==> config.mk <==
export PLATFORM = sky130hd
export DESIGN_NAME = s_rca24_rr_arb_flat
export DESIGN_NICKNAME = d
export VERILOG_FILES = /design/src/rtl/s_rca24_rr_arb_if.sv /design/src/rtl/s_rca24_rr_arb.sv /design/src/flat_wrapper.sv
export SDC_FILE = /design/constraint.sdc
export NUM_CORES = 1
export LEC_CHECK = 0
export ABC_AREA = 1
export CAP_MARGIN = 20
export CELL_PAD_IN_SITES_DETAIL_PLACEMENT = 2
export CELL_PAD_IN_SITES_GLOBAL_PLACEMENT = 2
export CORE_UTILIZATION = 19
export DETAILED_ROUTE_END_ITERATION = 10
export PLACE_DENSITY_LB_ADDON = 0.1
export SKIP_CTS_REPAIR_TIMING = 1
export SLEW_MARGIN = 20
export SYNTH_ARGS = -nofsm -noshare
export SYNTH_HDL_FRONTEND = slang
export SYNTH_SLANG_ARGS = --single-unit
==> constraint.sdc <==
create_clock -name clk -period 13.2 [get_ports clk]
set_input_delay 2.64 -clock clk [delete_from_list [all_inputs] [get_ports clk]]
set_output_delay 2.64 -clock clk [all_outputs]
set_load 0.01 [all_outputs]
==> src/rtl/s_rca24_rr_arb_if.sv <==
// Request/response bundle for s_rca24_rr_arb.
//   master : requesters and result consumer (drive req_valid/req_a/req_b/rsp_ready)
//   slave  : the arbiter/adder block (drives req_ready and the rsp_* result)
// req_a/req_b pack requester i into bits [24*i+23 : 24*i].
interface s_rca24_rr_arb_if #(
    parameter int unsigned N_REQ = 4
);
    localparam int unsigned DATA_W = 24;
    localparam int unsigned SUM_W  = DATA_W + 1;
    localparam int unsigned ID_W   = (N_REQ > 1) ? $clog2(N_REQ) : 1;

    logic [N_REQ-1:0]        req_valid;
    logic [N_REQ-1:0]        req_ready;
    logic [N_REQ*DATA_W-1:0] req_a;
    logic [N_REQ*DATA_W-1:0] req_b;
    logic                    rsp_valid;
    logic                    rsp_ready;
    logic [SUM_W-1:0]        rsp_sum;
    logic [ID_W-1:0]         rsp_id;
    logic                    rsp_ovf;

    modport master (
        output req_valid, req_a, req_b, rsp_ready,
        input  req_ready, rsp_valid, rsp_sum, rsp_id, rsp_ovf
    );

    modport slave (
        input  req_valid, req_a, req_b, rsp_ready,
        output req_ready, rsp_valid, rsp_sum, rsp_id, rsp_ovf
    );
endinterface

==> src/rtl/s_rca24_rr_arb.sv <==
// N_REQ requesters share one signed 24-bit ripple-carry adder through a
// round-robin arbiter; the winner's 25-bit exact sum lands in a single
// result register (latency 1, one result per cycle under rsp_ready=1).
// Ports:
//   clk, rst_n : clock, asynchronous active-low reset
//   bus        : s_rca24_rr_arb_if.slave
//                req_valid/req_ready/req_a/req_b  requester side
//                rsp_valid/rsp_ready/rsp_sum/rsp_id/rsp_ovf  result side
module s_rca24_rr_arb #(
    parameter int unsigned N_REQ = 4
) (
    input  logic              clk,
    input  logic              rst_n,
    s_rca24_rr_arb_if.slave   bus
);
    localparam int unsigned DATA_W = 24;
    localparam int unsigned SUM_W  = DATA_W + 1;
    localparam int unsigned ID_W   = (N_REQ > 1) ? $clog2(N_REQ) : 1;

    typedef enum logic {
        EMPTY = 1'b0,
        FULL  = 1'b1
    } state_e;

    state_e            state_q;
    state_e            state_d;
    logic              load;

    logic [ID_W-1:0]   last_grant_q;
    logic [ID_W-1:0]   grant_idx;
    logic [ID_W-1:0]   scan_idx;
    logic              grant_found;
    logic              can_accept;
    logic              grant;
    logic [N_REQ-1:0]  req_ready_c;

    logic [DATA_W-1:0] op_a;
    logic [DATA_W-1:0] op_b;
    logic [DATA_W:1]   carry;
    logic [SUM_W-1:0]  sum_c;

    logic [SUM_W-1:0]  rsp_sum_q;
    logic [ID_W-1:0]   rsp_id_q;
    logic              rsp_ovf_q;

    // Position k steps after base, wrapping at N_REQ (need not be a power of two).
    function automatic logic [ID_W-1:0] rr_index(input logic [ID_W-1:0] base,
                                                 input int unsigned     k);
        return ID_W'((32'(base) + k) % N_REQ);
    endfunction

    // Round-robin scan starting just after the last accepted grant.
    always_comb begin
        grant_found = 1'b0;
        grant_idx   = '0;
        scan_idx    = '0;
        for (int unsigned k = 1; k <= N_REQ; k++) begin
            scan_idx = rr_index(last_grant_q, k);
            if (!grant_found && bus.req_valid[scan_idx]) begin
                grant_found = 1'b1;
                grant_idx   = scan_idx;
            end
        end
    end

    assign can_accept = (state_q == EMPTY) || bus.rsp_ready;
    assign grant      = can_accept && grant_found;

    // One-hot ready for the winner; forced low while reset is held.
    always_comb begin
        req_ready_c = '0;
        if (grant && rst_n) begin
            req_ready_c[grant_idx] = 1'b1;
        end
    end

    assign bus.req_ready = req_ready_c;

    // Only the winner's operands reach the shared adder.
    assign op_a = bus.req_a[32'(grant_idx) * DATA_W +: DATA_W];
    assign op_b = bus.req_b[32'(grant_idx) * DATA_W +: DATA_W];

    // Ripple-carry adder: half adder at bit 0, full adders above.
    assign sum_c[0]  = op_a[0] ^ op_b[0];
    assign carry[1]  = op_a[0] & op_b[0];

    for (genvar i = 1; i < DATA_W; i++) begin : g_fa
        assign sum_c[i]     = op_a[i] ^ op_b[i] ^ carry[i];
        assign carry[i+1]   = (op_a[i] & op_b[i]) | (carry[i] & (op_a[i] ^ op_b[i]));
    end

    // Sign-extended operands make bit 24 the XOR of both sign bits and the last carry.
    assign sum_c[DATA_W] = op_a[DATA_W-1] ^ op_b[DATA_W-1] ^ carry[DATA_W];

    // Result-register state.
    always_ff @(posedge clk or negedge rst_n) begin
        if (!rst_n) begin
            state_q <= EMPTY;
        end else begin
            state_q <= state_d;
        end
    end

    // Next state and load strobe for the result register.
    always_comb begin
        state_d = state_q;
        load    = 1'b0;
        case (state_q)
            EMPTY: begin
                if (grant) begin
                    state_d = FULL;
                    load    = 1'b1;
                end
            end
            FULL: begin
                if (bus.rsp_ready) begin
                    if (grant) begin
                        load = 1'b1;
                    end else begin
                        state_d = EMPTY;
                    end
                end
            end
            default: begin
                state_d = EMPTY;
            end
        endcase
    end

    // Result payload and arbitration pointer; both move only on an accepted grant.
    always_ff @(posedge clk or negedge rst_n) begin
        if (!rst_n) begin
            rsp_sum_q    <= '0;
            rsp_id_q     <= '0;
            rsp_ovf_q    <= 1'b0;
            last_grant_q <= ID_W'(N_REQ - 1);
        end else if (load) begin
            rsp_sum_q    <= sum_c;
            rsp_id_q     <= grant_idx;
            rsp_ovf_q    <= sum_c[DATA_W] ^ sum_c[DATA_W-1];
            last_grant_q <= grant_idx;
        end
    end

    assign bus.rsp_valid = (state_q == FULL);
    assign bus.rsp_sum   = rsp_sum_q;
    assign bus.rsp_id    = rsp_id_q;
    assign bus.rsp_ovf   = rsp_ovf_q;

endmodule

==> src/flat_wrapper.sv <==
// flat-port wrapper written by rule: the top's interface ports become plain ports
module s_rca24_rr_arb_flat 
#(
    parameter int unsigned N_REQ = 4
)
  (clk, rst_n, bus_req_valid, bus_req_a, bus_req_b, bus_rsp_ready, bus_req_ready, bus_rsp_valid, bus_rsp_sum, bus_rsp_id, bus_rsp_ovf);
  s_rca24_rr_arb_if #(.N_REQ(N_REQ)) bus_i ();
  input  logic clk;
  input  logic rst_n;
  input wire logic [$bits(bus_i.req_valid)-1:0] bus_req_valid;
  input wire logic [$bits(bus_i.req_a)-1:0] bus_req_a;
  input wire logic [$bits(bus_i.req_b)-1:0] bus_req_b;
  input wire logic [$bits(bus_i.rsp_ready)-1:0] bus_rsp_ready;
  output wire logic [$bits(bus_i.req_ready)-1:0] bus_req_ready;
  output wire logic [$bits(bus_i.rsp_valid)-1:0] bus_rsp_valid;
  output wire logic [$bits(bus_i.rsp_sum)-1:0] bus_rsp_sum;
  output wire logic [$bits(bus_i.rsp_id)-1:0] bus_rsp_id;
  output wire logic [$bits(bus_i.rsp_ovf)-1:0] bus_rsp_ovf;
  assign bus_i.req_valid = bus_req_valid;
  assign bus_i.req_a = bus_req_a;
  assign bus_i.req_b = bus_req_b;
  assign bus_i.rsp_ready = bus_rsp_ready;
  assign bus_req_ready = bus_i.req_ready;
  assign bus_rsp_valid = bus_i.rsp_valid;
  assign bus_rsp_sum = bus_i.rsp_sum;
  assign bus_rsp_id = bus_i.rsp_id;
  assign bus_rsp_ovf = bus_i.rsp_ovf;
  s_rca24_rr_arb #(.N_REQ(N_REQ)) u_core (.clk(clk), .rst_n(rst_n), .bus(bus_i));
endmodule
* Word level (Yosys, flattened, before mapping)
Index checks and enable logic that the tools add are counted.
Word-level totals: flip-flop bits (word level) 31, bits in latches 0, RAM bits 0, ROM bits 0, input port bits 199, output and inout port bits 33, memories 0
Operators by class: add/sub/neg operators 4, $mul 1, divide/modulo/power cells 0, order comparisons 6, equal/unequal tests 0, shift-type cells 2, muxes and demuxes 24, bitwise operators 120, reductions and logical operators 10
Operators with widths (count):
- $shiftx 96x8->24 | 2
- $xor 1x1->1 | 49
- $and 1x1->1 | 47
- $or 1x1->1 | 23
- $lt 2x3->1 const B | 5
- $mux 1 | 12
- $bmux 1 s2 | 4
- $mux 2 | 4
- $logic_and 1x1->1 | 6
- $add 2x1->2 const B | 2
- $add 2x2->2 const B | 2
- $mul 2x2->4 const B | 1
- $mux 4 | 1
- $pmux 1 s2 | 2
- $logic_not 1->1 | 3
- $demux 1 s2 | 1
- $ge 2x1->1 const B | 1
- $logic_or 1x1->1 | 1
- $not 1->1 | 1

* Logic depth before layout (Yosys ltp)
Gate-level depths: netlist of run 1.
depth in word-level cells 64, mapped depth 45

* Least setup slack after synthesis of run 1
No wires, ideal clock.
kind input-to-reg, start point input bus_req_valid[3], end point register u_core.rsp_ovf_q, in the netlist u_core.bus.rsp_ovf, arrival 13.170 ns, data required time 13.073 ns, slack -0.097 ns, cell stages on the path 42, path buffers 2, path through nand2_1 > nand2_1 > nand2_1 > nand2_1 > nor2_4 > nand3_4 > nand3_4 > buf_6 > buf_2 > nand2_1 > nand2_1 > nand2_1 > nand2_1 > ha_1 > inv_1 > fa_1 > fa_1 > fa_1 > [... 6 more ...] > inv_1 > fa_1 > fa_1 > fa_1 > fa_1 > fa_1 > fa_1 > fa_1 > fa_1 > fa_1 > fa_1 > fa_1 > fa_1 > fa_1 > fa_1 > fa_1 > xor2_1 > o21ai_0
Between the ends: longest elaborated chain between the ends 63, elaborated cells on any way between the ends 125
RTL lines:
- start, declared | RTL line flat_wrapper.sv:10 | input wire logic [$bits(bus_i.req_valid)-1:0] bus_req_valid;
- $bmux 1 s2 | RTL line s_rca24_rr_arb.sv:59 | if (!grant_found && bus.req_valid[scan_idx]) begin
- $mux 1 (implied by the code) | RTL line s_rca24_rr_arb.sv:59
- $mux 1 | RTL line s_rca24_rr_arb.sv:59
- $logic_not 1->1 | RTL line s_rca24_rr_arb.sv:59
- $logic_and 1x1->1 | RTL line s_rca24_rr_arb.sv:59
- $mux 1 | RTL line s_rca24_rr_arb.sv:59
- $logic_not 1->1 | RTL line s_rca24_rr_arb.sv:59
- $logic_and 1x1->1 | RTL line s_rca24_rr_arb.sv:59
- [... 47 more ...]
- $and 1x1->1 | RTL line s_rca24_rr_arb.sv:89 | assign carry[i+1] = (op_a[i] & op_b[i]) | (carry[i] & (op_a[i] ^ op_b[i]));
- $or 1x1->1 | RTL line s_rca24_rr_arb.sv:89
- $and 1x1->1 | RTL line s_rca24_rr_arb.sv:89
- $or 1x1->1 | RTL line s_rca24_rr_arb.sv:89
- $and 1x1->1 | RTL line s_rca24_rr_arb.sv:89
- $or 1x1->1 | RTL line s_rca24_rr_arb.sv:89
- $xor 1x1->1 | RTL line s_rca24_rr_arb.sv:93 | assign sum_c[DATA_W] = op_a[DATA_W-1] ^ op_b[DATA_W-1] ^ carry[DATA_W];
- $xor 1x1->1 | RTL line s_rca24_rr_arb.sv:140 | rsp_ovf_q <= sum_c[DATA_W] ^ sum_c[DATA_W-1];
- end signal, assigned | RTL line s_rca24_rr_arb.sv:140
- end, declared | RTL line s_rca24_rr_arb.sv:44 | logic rsp_ovf_q;
Several ways; a longest one is shown, not always the timed one. The select of a mux whose other input is x is not followed. A chain may end at the register's enable or synchronous reset.

* Worst setup path in the final report of run 1
start point input bus_req_valid[0], end point register u_core.rsp_ovf_q, in the netlist u_core.bus.rsp_ovf
Same word-level chain as after synthesis.

==> results.cfg, run 1 <==
[status]
status = complete, but fails checks
violations = DRC

[sta]
maxSlewHeadroom_pct = 42.59
finalCritPeriodShare_pct = 98.36
rsz0062_at_grt = yes
finalSetupViolCount = 0
worstMarginPinSlew_ns = 0.8581
min_period_ns = 12.98
skew_ns = 0.003208
timing.fmax_mhz = 77.02
finalMaxSlewViolations = 0
final-hold-violation-count = 0

[grt]
grt.total_usage_pct = 19.11
globalRouteOverflowTotal = 0
grt_pass1_wl_mm = 34.23
grt_max_degree = 53
antenna_found_initial = 1
grt_pass1_vias = 6080

[worst_setup_path]
slowest_stage = fa_1
end_kind = register
cp-startpoint = bus_req_valid[0]
rr_startpoint = u_core.last_grant_q[0]
crit_fanout = 6
cp.required_ns = 13.32
arrival_ns = 13.11
critical_path_class = in2reg
timing.critical_path.mode_cell = fa_2
start_kind = input pin
max_stage_delay_ns = 0.55

[floorplan]
dieArea_mm2 = 0.02313
num_io_pins = 232
coreArea_mm2 = 0.02196
initial_core_util_pct = 19.49
row_count = 54
die_w_um = 152.1
die_h_um = 152.1

[placement]
gp_congestion = 0.8188
dp_hpwl_mm = 18.68
placed_cell_area_mm2 = 0.006955
portBuffers = 231

[drt]
dr.first_iter.drc_count = 160
first_pass_iters = 7
wirelength_mm = 22.27
final_antenna_net_count = 0
drc = 20
wire_per_inst_um = 17.99
num_vias = 5413
viasPerCell = 4.372

[logic_synthesis]
synth_most_common_cell = nand2_1
synth.largest_area_cell = nand2_1
syn_nets = 956
synth_flop_cell = dfrtp_1
syn_area_mm2 = 0.004279
synth_cell_type_count = 29
synth_edf_count = 0
ys_seq_area_share_pct = 18.19
async_flop_share_pct = 100.0
ys_ff_latch = 31
synth_area_leaders = nand2_1 28%, dfrtp_1 17%, fa_1 11%, nand3_1 11%, inv_1 8.8%
ys_top_cells_by_count = 324 x nand2_1, 100 x inv_1, 93 x nand3_1
yosysTopAreaCellShare_pct = 28.42
postSynthAreaPerCell_um2 = 5.846
yosysWarningCount = 0
synthCells = 732

[cells_and_area]
layout-drive-gt1-share_pct = 11.29
multiInputGateArea_mm2 = 0.002937
fin_util_pct = 32.92
area_growth_syn_to_layout_pct = 68.95
stdcell_area_mm2 = 0.007229
n_fill_cell = 2600
regArea_um2 = 778.2
fin_nets = 1180

[clock_tree]
root_buffer = clkbuf_16
clkLatencyLatePin_ns = 0.28
clock_path_buffers = 2
cts.sinks = 31
cts_buffers = 5
cts_tree = built
cts.clk_slew.worst_paths_ns = 0.05
htree_levels = 2

[worst_hold_path]
min_path_type = reg2reg
hold_path_startpoint = u_core.bus.rsp_sum[16]

[job]
maxCapViolCount = 0
[state kept, by name, summed over array words and instances, names as in the netlist]
register,cells
u_core.bus.rsp_sum,25
u_core.bus.rsp_id,2
u_core.bus.rsp_ovf,1
u_core.last_grant_q,2
u_core.bus.rsp_valid,1
[through the flow]
step,hold slack [ns],worst slack [ns],std cells,setup TNS [ns]
floorplan,0.5155,0.04161,732,0
global placement,0.4629,-0.7883,1229,-2.474
detailed placement,0.4797,-1.109,1229,-3.611
CTS,0.4940,-0.8345,1237,-2.397
global route,0.5215,-0.1944,1238,-0.2910
finish,0.4861,0.2164,1238,0
[path summary, 6_finish.rpt]
kind,end,slack [ns],cells past startpoint
max in group asynchronous,u_core.bus.rsp_sum[16],10.26,1
worst max-delay path,u_core.bus.rsp_ovf,0.22,42
min in group asynchronous,u_core.bus.rsp_sum[23],2.44,1
worst min register to register,u_core.bus.rsp_sum[16],0.49,2
worst max register to register,u_core.bus.rsp_ovf,2.22,43
worst min-delay path,u_core.bus.rsp_sum[16],0.49,2
[worst max-delay path, delay by kind of cell]
| family | cells | cell delay [ns] |
|---|---|---|
| compound gates | 1 | 0.10 |
| xor+xnor | 1 | 0.15 |
| fa+ha+maj | 24 | 8.49 |
| buf+inv | 5 | 0.73 |
| simple gates | 11 | 0.98 |
[metal layers]
layer / up-vias / track usage (%) / wire, µm
met2: 116 / 34.33 / 11300
met4: 0 / 2.284 / 183
met1: 2605 / 25.45 / 10140
met3: 11 / 1.626 / 648
li1: 2681 / - / -
met5: - / 0 / 0
[cell usage in the layout (no fill, tap or decap), types with 3 or more instances in the layout]
| master | synthesis | layout |
|---|---|---|
| nand2_1 | 324 | 312 |
| clkdlybuf4s50_1 | 0 | 228 |
| inv_1 | 100 | 99 |
| nand3_1 | 93 | 93 |
| buf_4 | 8 | 31 |
| dfrtp_1 | 29 | 29 |
| nand4_1 | 27 | 27 |
| nor2_1 | 26 | 25 |
| o21ai_0 | 24 | 23 |
| fa_2 | 0 | 21 |
| nand2_2 | 7 | 15 |
| nand3_2 | 7 | 7 |
| inv_2 | 5 | 5 |
| nand2_4 | 1 | 5 |
| clkbuf_16 | 0 | 5 |
| nor2_4 | 2 | 3 |
| nand3_4 | 3 | 3 |
| fa_1 | 24 | 3 |
[final cells by class]
type | instances | area share (%)
inverters | 106 | 5.573
diodes | 1 | 0.03461
well taps | 280 | 4.846
repair buffers | 264 | 35.76
clock inverters | 2 | 0.4846
multi-input cells | 548 | 40.62
flip-flops and latches | 31 | 10.76
clock buffers | 6 | 1.921
[kinds of logic (layout without fill, tap and decap cells)]
kind of cell             after synthesis  count (layout)  share of synthesized area (%)
AO/OA/AOI/OAI                         25              25                          2.924
other                                  0               1                              0
AND/OR/NAND/NOR                      497             497                          51.40
buffers and inverters                153             378                          15.76
flip-flops                            31              31                          18.19
adder cells (fa/ha/maj)               25              25                          11.52
XOR/XNOR                               1               1                         0.2047
Power of run 1 is not shown: default switching activity piles up to over one toggle a cycle in this logic, so the estimate is an artifact.
==> run 2, diff against run 1 <==
--- a/config.mk
+++ b/config.mk
@@ -13,7 +13,7 @@
 export DETAILED_ROUTE_END_ITERATION = 10
 export PLACE_DENSITY_LB_ADDON = 0.1
 export SKIP_CTS_REPAIR_TIMING = 1
-export SLEW_MARGIN = 20
+export SLEW_MARGIN = 15
 export SYNTH_ARGS = -nofsm -noshare
 export SYNTH_HDL_FRONTEND = slang
 export SYNTH_SLANG_ARGS = --single-unit
==> results of run 2 <==
Same layout as run 1: the final DEF is identical, and so are final timing and power.
Power of run 2 is left out for the same reason.
==> run 3, diff against run 2 <==
--- a/config.mk
+++ b/config.mk
@@ -7,11 +7,9 @@
 export LEC_CHECK = 0
 export ABC_AREA = 1
 export CAP_MARGIN = 20
-export CELL_PAD_IN_SITES_DETAIL_PLACEMENT = 2
-export CELL_PAD_IN_SITES_GLOBAL_PLACEMENT = 2
-export CORE_UTILIZATION = 19
+export CORE_UTILIZATION = 40
 export DETAILED_ROUTE_END_ITERATION = 10
-export PLACE_DENSITY_LB_ADDON = 0.1
+export PLACE_DENSITY = 0.82
 export SKIP_CTS_REPAIR_TIMING = 1
 export SLEW_MARGIN = 15
 export SYNTH_ARGS = -nofsm -noshare
==> results.cfg, run 3 (synthesized netlist as in run 1, its figures left out) <==
[status]
status = finished, final reports clean

[floorplan]
row_count = 37
dieArea_mm2 = 0.01112
die_w_um = 105.4
die_h_um = 105.4
initial_core_util_pct = 41.26
coreArea_mm2 = 0.01037
num_io_pins = 232

[grt]
globalRouteOverflowTotal = 0
grt_max_degree = 53
grt.total_usage_pct = 27.43
grt_pass1_wl_mm = 24.09
antenna_found_initial = 0
grt_pass1_vias = 4940

[worst_setup_path]
reg2reg_setup_slack_ns = 1.85
r2r-end = u_core.bus.rsp_ovf
max_stage_delay_ns = 0.57
ff2ff_path_depth = 42
cp-startpoint = bus_req_valid[3]
rr_startpoint = u_core.last_grant_q[0]
end_kind = register
start_kind = input pin
crit_fanout = 6
cpLargestDelayFamily = adder cells
timing.critical_path.mode_cell = fa_2
critical_path_class = in2reg
arrival_ns = 13.12
path_buf_inv = 6
cp.required_ns = 13.36
slowest_stage = fa_1

[sta]
timing.fmax_mhz = 77.14
finalMaxSlewViolations = 0
worstMarginPinSlew_ns = 0.4496
final-hold-violation-count = 0
worst_slack_ns = 0.2361
finalSetupViolCount = 0
maxSlewHeadroom_pct = 70.03
skew_ns = 0.008243
finalCritPeriodShare_pct = 98.21
min_period_ns = 12.96

[clock_tree]
root_buffer = clkbuf_8
cts.clk_slew.worst_paths_ns = 0.07
clock_path_buffers = 2
cts_buffers = 5
htree_levels = 2
cts.sinks = 31
cts_tree = built
clkLatencyLatePin_ns = 0.29

[cells_and_area]
antenna_cells = 0
area_growth_syn_to_layout_pct = 63.98
largest_reg_flops = 25
layout_common_cells = 310 x nand2_1, 227 x clkdlybuf4s50_1, 97 x inv_1
fin_nets = 1190
layout-drive-gt1-share_pct = 13.24
final_common_cell = nand2_1

[drt]
wirelength_mm = 15.66
final_antenna_net_count = 0
viasPerCell = 4.880
dr.first_iter.drc_count = 343
wire_per_inst_um = 14.20
drc = 0
first_pass_iters = 7
num_vias = 5383

[placement]
portBuffers = 231
gp_congestion = 0.9349
dp_slack_ns = -0.8320
dp_hpwl_mm = 12.59

[worst_hold_path]
min_path_type = reg2reg
whs_path_depth = 2
hold_path_startpoint = u_core.bus.rsp_sum[12]
hold_path_end = u_core.bus.rsp_sum[12]

[job]
maxCapViolCount = 0
run 3: how the worst max path moves through the flow:
stage / end / cells past startpoint
floorplan: u_core.bus.rsp_ovf / 42
global route: u_core.bus.rsp_ovf / 41
global placement: u_core.bus.rsp_ovf / 42
detailed placement: u_core.bus.rsp_ovf / 42
finish: u_core.bus.rsp_ovf / 42
CTS: u_core.bus.rsp_ovf / 42
run 3: worst register-to-register path: cells and delay by family, from the launching register on:
family	cells	cell delay, ns
flip-flops	1	0.69
adder cells (fa/ha/maj)	24	8.91
XOR/XNOR	1	0.20
AO/OA/AOI/OAI	1	0.08
buffers and inverters	6	0.44
AND/OR/NAND/NOR	10	0.91
run 3: area by class of cell:
cell class,instances,area (µm²)
fillers,918,3353
multi-input cells,548,2962
repair buffers,274,2619
flip-flops and latches,31,778.2
inverters,106,402.9
well taps,136,170.2
clock buffers,6,72.57
clock inverters,2,12.51
run 3: routing by layer:
| metal | GRT usage [%] | wire length, µm | vias up |
|---|---|---|---|
| met4 | 6.740 | 366 | 0 |
| met1 | 37.43 | 6667 | 2392 |
| li1 | - | - | 2709 |
| met2 | 45.58 | 7391 | 251 |
| met5 | 0 | 0 | - |
| met3 | 3.896 | 1231 | 31 |
run 3: stage by stage:
stage | hold WS (ns) | instance area (µm²) | instances | setup TNS [ns] | util (%)
final | 0.4811 | 7017 | 1103 | 0 | 67.66
after global routing | 0.5222 | 7017 | 1103 | -0.1693 | 67.66
after CTS | 0.4871 | 6870 | 1098 | -1.281 | 66.25
after detailed placement | 0.4708 | 6785 | 1090 | -2.443 | 65.43
after global placement | 0.4633 | 6785 | 1090 | -1.656 | 65.43
after floorplan | 0.5155 | 4288 | 732 | 0 | -
Power of run 3 is left out for the same reason.
